$ cat config.mk
export PLATFORM = sky130hd
export DESIGN_NAME = rr_mux_arbiter
export DESIGN_NICKNAME = d
export VERILOG_FILES = /design/src/rtl/arb_pkg.sv /design/src/rtl/arb_data_mux.sv /design/src/rtl/rr_mux_arbiter.sv
export SDC_FILE = /design/constraint.sdc
export NUM_CORES = 1
export LEC_CHECK = 0
export CAP_MARGIN = 10
export CORE_UTILIZATION = 40
export DETAILED_ROUTE_END_ITERATION = 10
export GPL_TIMING_DRIVEN = 0
export PLACE_DENSITY = 0.86
export SLEW_MARGIN = 20
export SYNTH_ARGS = -nofsm -noshare
export SYNTH_HDL_FRONTEND = slang
export SYNTH_HIERARCHICAL = 1
export SYNTH_SLANG_ARGS = --single-unit
$ cat constraint.sdc
create_clock -name clk -period 2.3 [get_ports clk]
set_input_delay 0.46 -clock clk [delete_from_list [all_inputs] [get_ports clk]]
set_output_delay 0.46 -clock clk [all_outputs]
set_load 0.02 [all_outputs]
$ cat src/rtl/arb_pkg.sv
// Shared arbiter definitions: channel count, select width, FSM state type and
// the round-robin pick function reused by other arbiters.
// Ports: none (package).
package arb_pkg;

  localparam int N_CH  = 4;
  localparam int SEL_W = 2;

  typedef enum logic [0:0] {
    ST_IDLE  = 1'b0,
    ST_GRANT = 1'b1
  } arb_state_t;

  // Searches ptr+1, ptr+2, ... (mod N_CH) and returns the first requesting
  // index. The mod is free because N_CH == 2**SEL_W and the sum wraps.
  // Returns ptr when nothing is requesting; callers qualify with |req.
  function automatic logic [SEL_W-1:0] rr_pick(input logic [N_CH-1:0]  req,
                                                input logic [SEL_W-1:0] ptr);
    logic [SEL_W-1:0] idx;
    logic [SEL_W-1:0] res;
    logic             found;
    res   = ptr;
    found = 1'b0;
    for (int k = 1; k <= N_CH; k++) begin
      idx = ptr + SEL_W'(k);
      if (!found && req[idx]) begin
        res   = idx;
        found = 1'b1;
      end
    end
    return res;
  endfunction

endpackage

$ cat src/rtl/arb_data_mux.sv
// Combinational 4:1 channel mux for valid, last and DW-bit data.
// Ports:
//   i_sel    channel select
//   i_valid  per-channel valid
//   i_last   per-channel last flag
//   i_data   packed channel data, channel i at [i*DW +: DW]
//   o_valid  selected valid
//   o_last   selected last
//   o_data   selected data
module arb_data_mux
  import arb_pkg::*;
#(
  parameter int DW = 2
) (
  input  logic [SEL_W-1:0]   i_sel,
  input  logic [N_CH-1:0]    i_valid,
  input  logic [N_CH-1:0]    i_last,
  input  logic [N_CH*DW-1:0] i_data,
  output logic               o_valid,
  output logic               o_last,
  output logic [DW-1:0]      o_data
);

  assign o_valid = i_valid[i_sel];
  assign o_last  = i_last[i_sel];
  assign o_data  = i_data[i_sel*DW +: DW];

endmodule

$ cat src/rtl/rr_mux_arbiter.sv
// Round-robin arbiter and sequencer for a shared 4:1 data mux. One channel is
// granted at a time and keeps the grant until its last beat transfers; a
// one-cycle IDLE bubble always separates consecutive grants.
// Optional feature macro: ARB_TIMEOUT_EN -- revokes a grant after TIMEOUT_CYC
// consecutive cycles without valid on the granted channel.
// Ports:
//   clk, rst_n            clock, synchronous active-low reset
//   req_valid/last/data   per-channel source beats
//   req_ready             per-channel accept (only the granted channel)
//   out_valid/last/data   downstream beat
//   out_ready             downstream accept
//   sel                   registered mux select
//   grant                 registered one-hot grant, 0 when idle
//   timeout               one-cycle pulse on forced revoke
//
// state | meaning
// IDLE  | no owner; arbitrate among req_valid using ptr order
// GRANT | channel sel owns the output until a last beat transfers
module rr_mux_arbiter
  import arb_pkg::*;
#(
  parameter int DW          = 2,
  parameter int TIMEOUT_CYC = 16
) (
  input  logic               clk,
  input  logic               rst_n,
  input  logic [N_CH-1:0]    req_valid,
  input  logic [N_CH-1:0]    req_last,
  input  logic [N_CH*DW-1:0] req_data,
  output logic [N_CH-1:0]    req_ready,
  output logic               out_valid,
  output logic               out_last,
  output logic [DW-1:0]      out_data,
  input  logic               out_ready,
  output logic [SEL_W-1:0]   sel,
  output logic [N_CH-1:0]    grant,
  output logic               timeout
);

  arb_state_t       r_state;
  logic [SEL_W-1:0] r_sel;
  logic [SEL_W-1:0] r_ptr;
  logic [N_CH-1:0]  r_grant;
  logic             r_timeout;

  logic             w_active;
  logic             w_mux_valid;
  logic             w_mux_last;
  logic [DW-1:0]    w_mux_data;
  logic [SEL_W-1:0] w_pick;
  logic             w_done;
  logic             w_expire;

  arb_data_mux #(.DW(DW)) u_mux (
    .i_sel   (r_sel),
    .i_valid (req_valid),
    .i_last  (req_last),
    .i_data  (req_data),
    .o_valid (w_mux_valid),
    .o_last  (w_mux_last),
    .o_data  (w_mux_data)
  );

  // Reset is synchronous, so the handshake is also gated by rst_n to keep any
  // beat from transferring during a reset cycle.
  assign w_active  = rst_n && (r_state == ST_GRANT);
  assign w_pick    = rr_pick(req_valid, r_ptr);
  assign out_valid = w_active && w_mux_valid;
  assign out_last  = w_active && w_mux_last;
  assign out_data  = w_active ? w_mux_data : '0;
  assign w_done    = out_valid && out_ready && out_last;

  always_comb begin
    req_ready = '0;
    if (w_active) req_ready[r_sel] = out_ready;
  end

`ifdef ARB_TIMEOUT_EN
  localparam int               CNT_W      = $clog2(TIMEOUT_CYC + 1);
  localparam logic [CNT_W-1:0] STALL_MAX  = CNT_W'(TIMEOUT_CYC);
  localparam logic [CNT_W-1:0] STALL_LAST = CNT_W'(TIMEOUT_CYC - 1);

  logic [CNT_W-1:0] r_stall;

  // Fires on the TIMEOUT_CYC-th consecutive stall cycle of the owner.
  assign w_expire = (r_state == ST_GRANT) && !req_valid[r_sel] && (r_stall == STALL_LAST);

  always_ff @(posedge clk) begin
    if (!rst_n) begin
      r_stall <= '0;
    end else if (r_state != ST_GRANT || req_valid[r_sel]) begin
      r_stall <= '0;
    end else if (r_stall != STALL_MAX) begin
      r_stall <= r_stall + CNT_W'(1);
    end
  end
`else
  assign w_expire = 1'b0;
`endif

  always_ff @(posedge clk) begin
    if (!rst_n) begin
      r_state   <= ST_IDLE;
      r_grant   <= '0;
      r_sel     <= '0;
      r_ptr     <= SEL_W'(N_CH - 1);
      r_timeout <= 1'b0;
    end else begin
      r_timeout <= 1'b0;
      case (r_state)
        ST_IDLE: begin
          if (|req_valid) begin
            r_state <= ST_GRANT;
            r_sel   <= w_pick;
            r_grant <= {{(N_CH-1){1'b0}}, 1'b1} << w_pick;
          end
        end
        ST_GRANT: begin
          if (w_done || w_expire) begin
            r_state   <= ST_IDLE;
            r_grant   <= '0;
            r_ptr     <= r_sel;
            r_timeout <= w_expire;
          end
        end
        default: r_state <= ST_IDLE;
      endcase
    end
  end

  assign sel     = r_sel;
  assign grant   = r_grant;
  assign timeout = r_timeout;

endmodule

==> impl_metrics.tcl, run 1 <==
set metrics [dict create \
    worst_r2r_startpoint "sel[0]" \
    dieWidth_um 41.0 \
    cpPeakStageDelay_ns 0.59 \
    power.total_w 0.000437 \
    ys_seq_area_share_pct 29.7 \
    overflow 0 \
    vdd_drop_max_mv 0.513 \
    multi_input_comb_area_um2 400 \
    avgSynthCellArea_um2 8.92 \
    final-seq-area_um2 181 \
    r2r_setup_slack_ns 0.60 \
    hold_path_depth 2 \
    worst_slack_ns 0.0791 \
    cpMaxStageDelayCell "sky130_fd_sc_hd__clkdlybuf4s50_1" \
    tritoncts "yes" \
    fmax_mhz 450 \
    first_pass_grt_wire_length_um 2240 \
    top_level_ports 34 \
    tritoncts_num_sinks 9 \
    timing.critical_path.buf_inv 2 \
    finalSetupViolations 0 \
    synthesis.instances 68 \
    setup_bufs_post_cts 0 \
    route.detailed.drc 0 \
    rsz0062_at_grt "no" \
    drt_pass_1_iters 4 \
    fin_hold_ws_ns 0.475 \
    cts.reportedPaths.clkPinSlew_ns 0.06 \
    core_region_area_um2 1350 \
    crit_start "rst_n" \
    critical_path_arrival_ns 1.76 \
    yosys.cell_types.count 24 \
    layout.cells.most_common "sky130_fd_sc_hd__clkdlybuf4s50_1" \
    clock-root-buffer "sky130_fd_sc_hd__clkbuf_4" \
    area_leader_netlist "sky130_fd_sc_hd__dfxtp_1" \
    final_max_slew_viol_count 0 \
    wirelength_um 1600 \
    final_cell_mix "sky130_fd_sc_hd__clkdlybuf4s50_1 (21), sky130_fd_sc_hd__nand2_1 (10), sky130_fd_sc_hd__dfxtp_1 (8), sky130_fd_sc_hd__and3_1 (6), sky130_fd_sc_hd__dlygate4sd2_1 (5)" \
    category_of_the_critical_setup_timing_path "in2out" \
    timing.hold.worst.start "grant[1]" \
    ys_seq_elements 9 \
    floorplan.initialDensity_pct 44.9 \
    routed-via-count 655 \
    cp.required_ns 1.84 \
    grt_use_total_pct 20.5 \
    n_antenna_cell 0 \
    design.die.area_um2 1680 \
    syn_nets 87 \
    synth.top_cell.area_share_pct 29.7 \
    grt_max_degree 12 \
    portBuffers 32 \
    ys.flop_type "sky130_fd_sc_hd__dfxtp_1" \
    clkLatencyLatePin_ns 0.26 \
    hold_violations 0 \
    timing_worst_slew_pin_value_ns 0.518 \
    cp_cell_sequence "clkdlybuf4s50_1 > and3_1 > and3_1 > dlygate4sd2_1" \
    route.detailed.wl_per_inst_um 13.4 \
    antenna_found_initial 0 \
    power_per_cell_area_nw_per_um2 461 \
    die_h_um 41.0 \
    leakagePower_nw 0.441 \
    drv_cap 0 \
    fin_nets 124 \
    path_delay_family "buffers and inverters" \
    fp-row-count 13 \
    critPathLaunchType "primary input" \
    finalClockSkew_ns 0.00653 \
    placed_cells_incl_taps 115 \
    fin_crit_sh_pct 96.6 \
    yosysWarningCount 6 \
    place.detailed.hpwl_um 1210 \
    drt.antenna.violating_nets 0 \
    via_per_inst 5.50 \
    globalplace.congestion 0.806 \
    slew_headroom_pct 65.5 \
    synth-edff-count 0 \
    min_delay_endpoint "grant[1]" \
    detail_route.iter0.violations 14 \
    first_global_vias 541 \
    synth-async-reset-ratio_pct 0 \
    cts_htree_levels 1 \
    rr_endpoint "r_ptr[0]" \
    post_route_cells_drive_above_1_share_pct 11.5 \
    setup.worst_path.end_class "output port" \
    timing.final.crit_period_ns 2.22 \
    syn_area_um2 607 \
    worst-path-max-fanout 7 \
    syn_to_final_growth_pct 56.3 \
    critPathMostFrequentCell "sky130_fd_sc_hd__and3_1" \
    clock_tree.buffer_depth 2 \
    cts_buffers 3 \
    rr_worst_depth 4 \
    min_path_type "reg2reg" \
    synth_top_cells_by_area "sky130_fd_sc_hd__dfxtp_1 (30%), sky130_fd_sc_hd__mux4_1 (17%), sky130_fd_sc_hd__and3_1 (6.2%)" \
    run_status "complete, no violations" \
    finish.cell_count_without_fillers 119 \
    fillers 122 \
    detailedPlace.worstSlack_ns -0.332 \
]
-- per-layer routing --
metal,track usage (%),wire length [um],vias to the layer above
met5,0,0,-
met1,27.1,756,309
met4,7.50,6,0
li1,-,-,331
met2,33.2,777,13
met3,3.26,56,2
-- worst register-to-register path: cells and delay by family (launching register included) --
kind             cells  cell delay (ns)
multiplexers         2             0.85
AND/OR/NAND/NOR      2             0.29
flip-flops           1             0.46
-- cell usage after synthesis (2+ instances only) --
cell and number:
sky130_fd_sc_hd__nor3_1 2, sky130_fd_sc_hd__o21ai_0 4, sky130_fd_sc_hd__dfxtp_1 9, sky130_fd_sc_hd__nand2_1 10, sky130_fd_sc_hd__inv_1 2, sky130_fd_sc_hd__and3_1 6
sky130_fd_sc_hd__mux2i_1 2, sky130_fd_sc_hd__nor2b_1 3, sky130_fd_sc_hd__nand3_1 2, sky130_fd_sc_hd__buf_4 2, sky130_fd_sc_hd__a21oi_1 4, sky130_fd_sc_hd__mux4_1 4
sky130_fd_sc_hd__nor2_1 4, sky130_fd_sc_hd__o32ai_1 4
-- kinds of logic (layout without fill, tap and decap cells) --
family / Yosys count / in the layout / synth area share, %
mux: 6 / 6 / 20.6
buf+inv: 4 / 40 / 3.71
compound gates: 19 / 19 / 21.9
simple gates: 29 / 29 / 23.5
other cells: 1 / 1 / 0.618
flops: 9 / 9 / 29.7
-- metrics by stage --
step | TNS [ns] | area (um2) | util (%)
floorplan | 0 | 607 | -
global placement | -1.59 | 946 | 70.1
global route | 0 | 948 | 70.3
finish | 0 | 948 | 70.3
CTS | 0 | 962 | 71.3
detailed placement | -1.70 | 946 | 70.1
-- cell type report --
| cell class | instances | share of cell area (%) |
|---|---|---|
| Multi-Input combinational cell | 55 | 42.2 |
| Clock buffer | 4 | 2.77 |
| Timing Repair Buffer | 32 | 31.5 |
| Buffer | 2 | 1.58 |
| Inverter | 2 | 0.792 |
| Tap cell | 15 | 1.98 |
| Sequential cell | 9 | 19.1 |
-- sequential cells by signal, summed over array words and instances, names as in the netlist --
register / cells
r_state: 1
sel: 2
grant: 4
r_ptr: 2
-- power by group --
| group | leakage (nW) | switching [W] | total [W] | internal [W] |
|---|---|---|---|---|
| logic | 0.352 | 0.0000587 | 0.000135 | 0.0000766 |
| clock network | 0.0150 | 0.0000513 | 0.000118 | 0.0000666 |
| registers | 0.0741 | 0.0000170 | 0.000184 | 0.000167 |
-- how the worst max path moves through the flow --
stage | endpoint | slack, ns | depth (start not counted)
global placement | out_valid | -0.34 | 4
CTS | out_last | 0.003 | 4
finish | req_ready[3] | 0.08 | 4
detailed placement | out_valid | -0.33 | 4
floorplan | out_last | 0.38 | 2
global route | req_ready[2] | 0.005 | 4
-- repair_timing --
action | in CTS | in global routing
gates resized for setup | 14 | 8
setup endpoints to repair | 8 | 4
hold buffers | 0 | 0
Power figures use the tool's default switching activity.
==> run 2: changes to the inputs <==
--- a/config.mk
+++ b/config.mk
@@ -7,8 +7,8 @@
 export LEC_CHECK = 0
 export CAP_MARGIN = 10
-export CORE_UTILIZATION = 40
+export CORE_UTILIZATION = 33
 export DETAILED_ROUTE_END_ITERATION = 10
 export GPL_TIMING_DRIVEN = 0
-export PLACE_DENSITY = 0.86
+export PLACE_DENSITY = 0.76
 export SLEW_MARGIN = 20
 export SYNTH_ARGS = -nofsm -noshare
==> constraint.sdc (replaced) <==
create_clock -name clk -period 1.9 [get_ports clk]
set_input_delay 0.285 -clock clk [delete_from_list [all_inputs] [get_ports clk]]
set_output_delay 0.285 -clock clk [all_outputs]
set_load 0.02 [all_outputs]
==> impl_metrics.tcl, run 2 (synthesis gave the netlist of run 1 again) <==
set metrics [dict create \
    rsz0062_at_grt "yes" \
    fin_nets 129 \
    antenna_found_initial 0 \
    critical_path_arrival_ns 1.64 \
    tritoncts "yes" \
    finalClockSkew_ns 0.00331 \
    final_cell_area_um2 1030 \
    clock-root-buffer "sky130_fd_sc_hd__clkbuf_4" \
    r2r_setup_slack_ns 0.18 \
    timing.final.crit_period_ns 1.93 \
    globalplace.congestion 0.766 \
    final_max_slew_viol_count 0 \
    core_region_area_um2 1730 \
    failed_checks "negative setup slack" \
    detailed_place.area_um2 958 \
    vdd_drop_max_mv 0.365 \
    final_cell_mix "sky130_fd_sc_hd__clkdlybuf4s50_1 (21), sky130_fd_sc_hd__nand2_1 (10), sky130_fd_sc_hd__dfxtp_1 (6), sky130_fd_sc_hd__dlygate4sd2_1 (6), sky130_fd_sc_hd__and3_1 (5)" \
    share_of_the_core_filled_with_cells_in_the_final_layout_pct 59.8 \
    wirelength_um 1700 \
    post_route_cells_drive_above_1_share_pct 20.2 \
    clock_tree.buffer_depth 2 \
    n_antenna_cell 0 \
    power_per_cell_area_nw_per_um2 545 \
    clkLatencyLatePin_ns 0.26 \
    worst_r2r_startpoint "sel[0]" \
    drv_cap 0 \
    critPathLaunchType "register" \
    grt_max_degree 12 \
    design.die.area_um2 2010 \
    hold_path_depth 2 \
    floorplan.initialDensity_pct 35.1 \
    route.detailed.wl_per_inst_um 12.7 \
    dieWidth_um 44.9 \
    timing.hold.worst.start "grant[2]" \
    syn_to_final_growth_pct 70.1 \
    category_of_the_critical_setup_timing_path "reg2out" \
    portBuffers 32 \
    fin_crit_sh_pct 101 \
    fmax_mhz 519 \
    cts.reportedPaths.clkPinSlew_ns 0.06 \
    flip_flop_count_of_the_largest_register_all_copies_and_words_added 4 \
    fillers 167 \
    drt.antenna.violating_nets 0 \
    min_path_type "reg2reg" \
    routed-via-count 675 \
    worst-path-max-fanout 4 \
    rr_endpoint "r_ptr[0]" \
    cts_buffers 3 \
    cts_htree_levels 1 \
    via_per_inst 5.04 \
    tritoncts_num_sinks 9 \
    grt_use_total_pct 18.3 \
    setup.worst_path.end_class "output port" \
    finalSetupViolations 1 \
    drt_pass_1_iters 4 \
    rr_worst_depth 7 \
    layout.cells.most_common "sky130_fd_sc_hd__clkdlybuf4s50_1" \
    min_delay_endpoint "grant[2]" \
    first_global_vias 550 \
    fp-row-count 15 \
    cp.required_ns 1.62 \
    first_pass_grt_wire_length_um 2620 \
    hold_violations 0 \
    top_level_ports 34 \
    route.detailed.drc 0 \
    worst_slack_ns -0.0265 \
    place.detailed.hpwl_um 1220 \
    die_h_um 44.9 \
    run_status "finished, violations left" \
    overflow 0 \
    detail_route.iter0.violations 21 \
    leakagePower_nw 0.468 \
]
==> run 2: worst max-delay path by stage <==
stage / start / endpoint / slack, ns / cells past startpoint
6_report: sel[0] / out_last / -0.03 / 5
5_1_grt: sel[0] / out_last / -0.08 / 5
4_1_cts: sel[0] / out_last / -0.09 / 5
3_5_place_dp: req_valid[1] / out_valid / -0.41 / 4
3_3_place_gp: req_valid[1] / out_valid / -0.39 / 4
2_1_floorplan: sel[0] / r_ptr[0] / 0.15 / 4
==> run 2: report_power, final <==
part	switching [W]	total (W)	internal [W]
registers	0.0000169	0.000219	0.000202
logic	0.0000827	0.000199	0.000117
clock network	0.0000630	0.000144	0.0000807
total	0.000163	0.000562	0.000400
==> run 2: routing by layer <==
metal | vias to the layer above | global-route usage (%) | part of all wire, %
li1 | 341 | - | -
met4 | 0 | 7.27 | 0
met1 | 321 | 25.6 | 48
met3 | 0 | 4.80 | 3.7
met2 | 13 | 26.8 | 49
met5 | - | 0 | 0
==> run 2: what timing repair did <==
| item | CTS | global route |
|---|---|---|
| endpoints found under the setup margin | 8 | 5 |
| hold buffers | 0 | 0 |
| pin swaps | 0 | 1 |
| setup buffers | 3 | 2 |
| resized for setup | 26 | 10 |
==> run 2: cell type report <==
class                   instances  area, um2  share of cell area (%)
multi-input cells              55        407                    39.4
plain buffers                   2       15.0                    1.45
clock buffers                   4       26.3                    2.55
repair buffers                 37        359                    34.8
inverters                       2       7.51                   0.727
well taps                      25       31.3                    3.03
flip-flops and latches          9        186                    18.1
==> run 2: per-stage QoR <==
stage | hold slack, ns | setup WS (ns) | total power [W] | std cells | TNS [ns]
after global routing | 0.516 | -0.0817 | 0.000601 | 134 | -0.118
after CTS | 0.478 | -0.0868 | 0.000550 | 132 | -0.173
final | 0.476 | -0.0265 | 0.000562 | 134 | -0.0265
after detailed placement | 0.468 | -0.408 | 0.000396 | 125 | -2.34
after global placement | 0.464 | -0.394 | 0.000392 | 125 | -2.11
after floorplan | 0.499 | 0.151 | 0.000308 | 68 | 0
==> run 2: critical path, stage by stage (launching register included) <==
cell and delay [ns]:
sky130_fd_sc_hd__dfxtp_4 0.38, sky130_fd_sc_hd__buf_6 0.11, sky130_fd_sc_hd__buf_6 0.08, sky130_fd_sc_hd__mux4_2 0.51, sky130_fd_sc_hd__and3_4 0.19, sky130_fd_sc_hd__buf_6 0.12
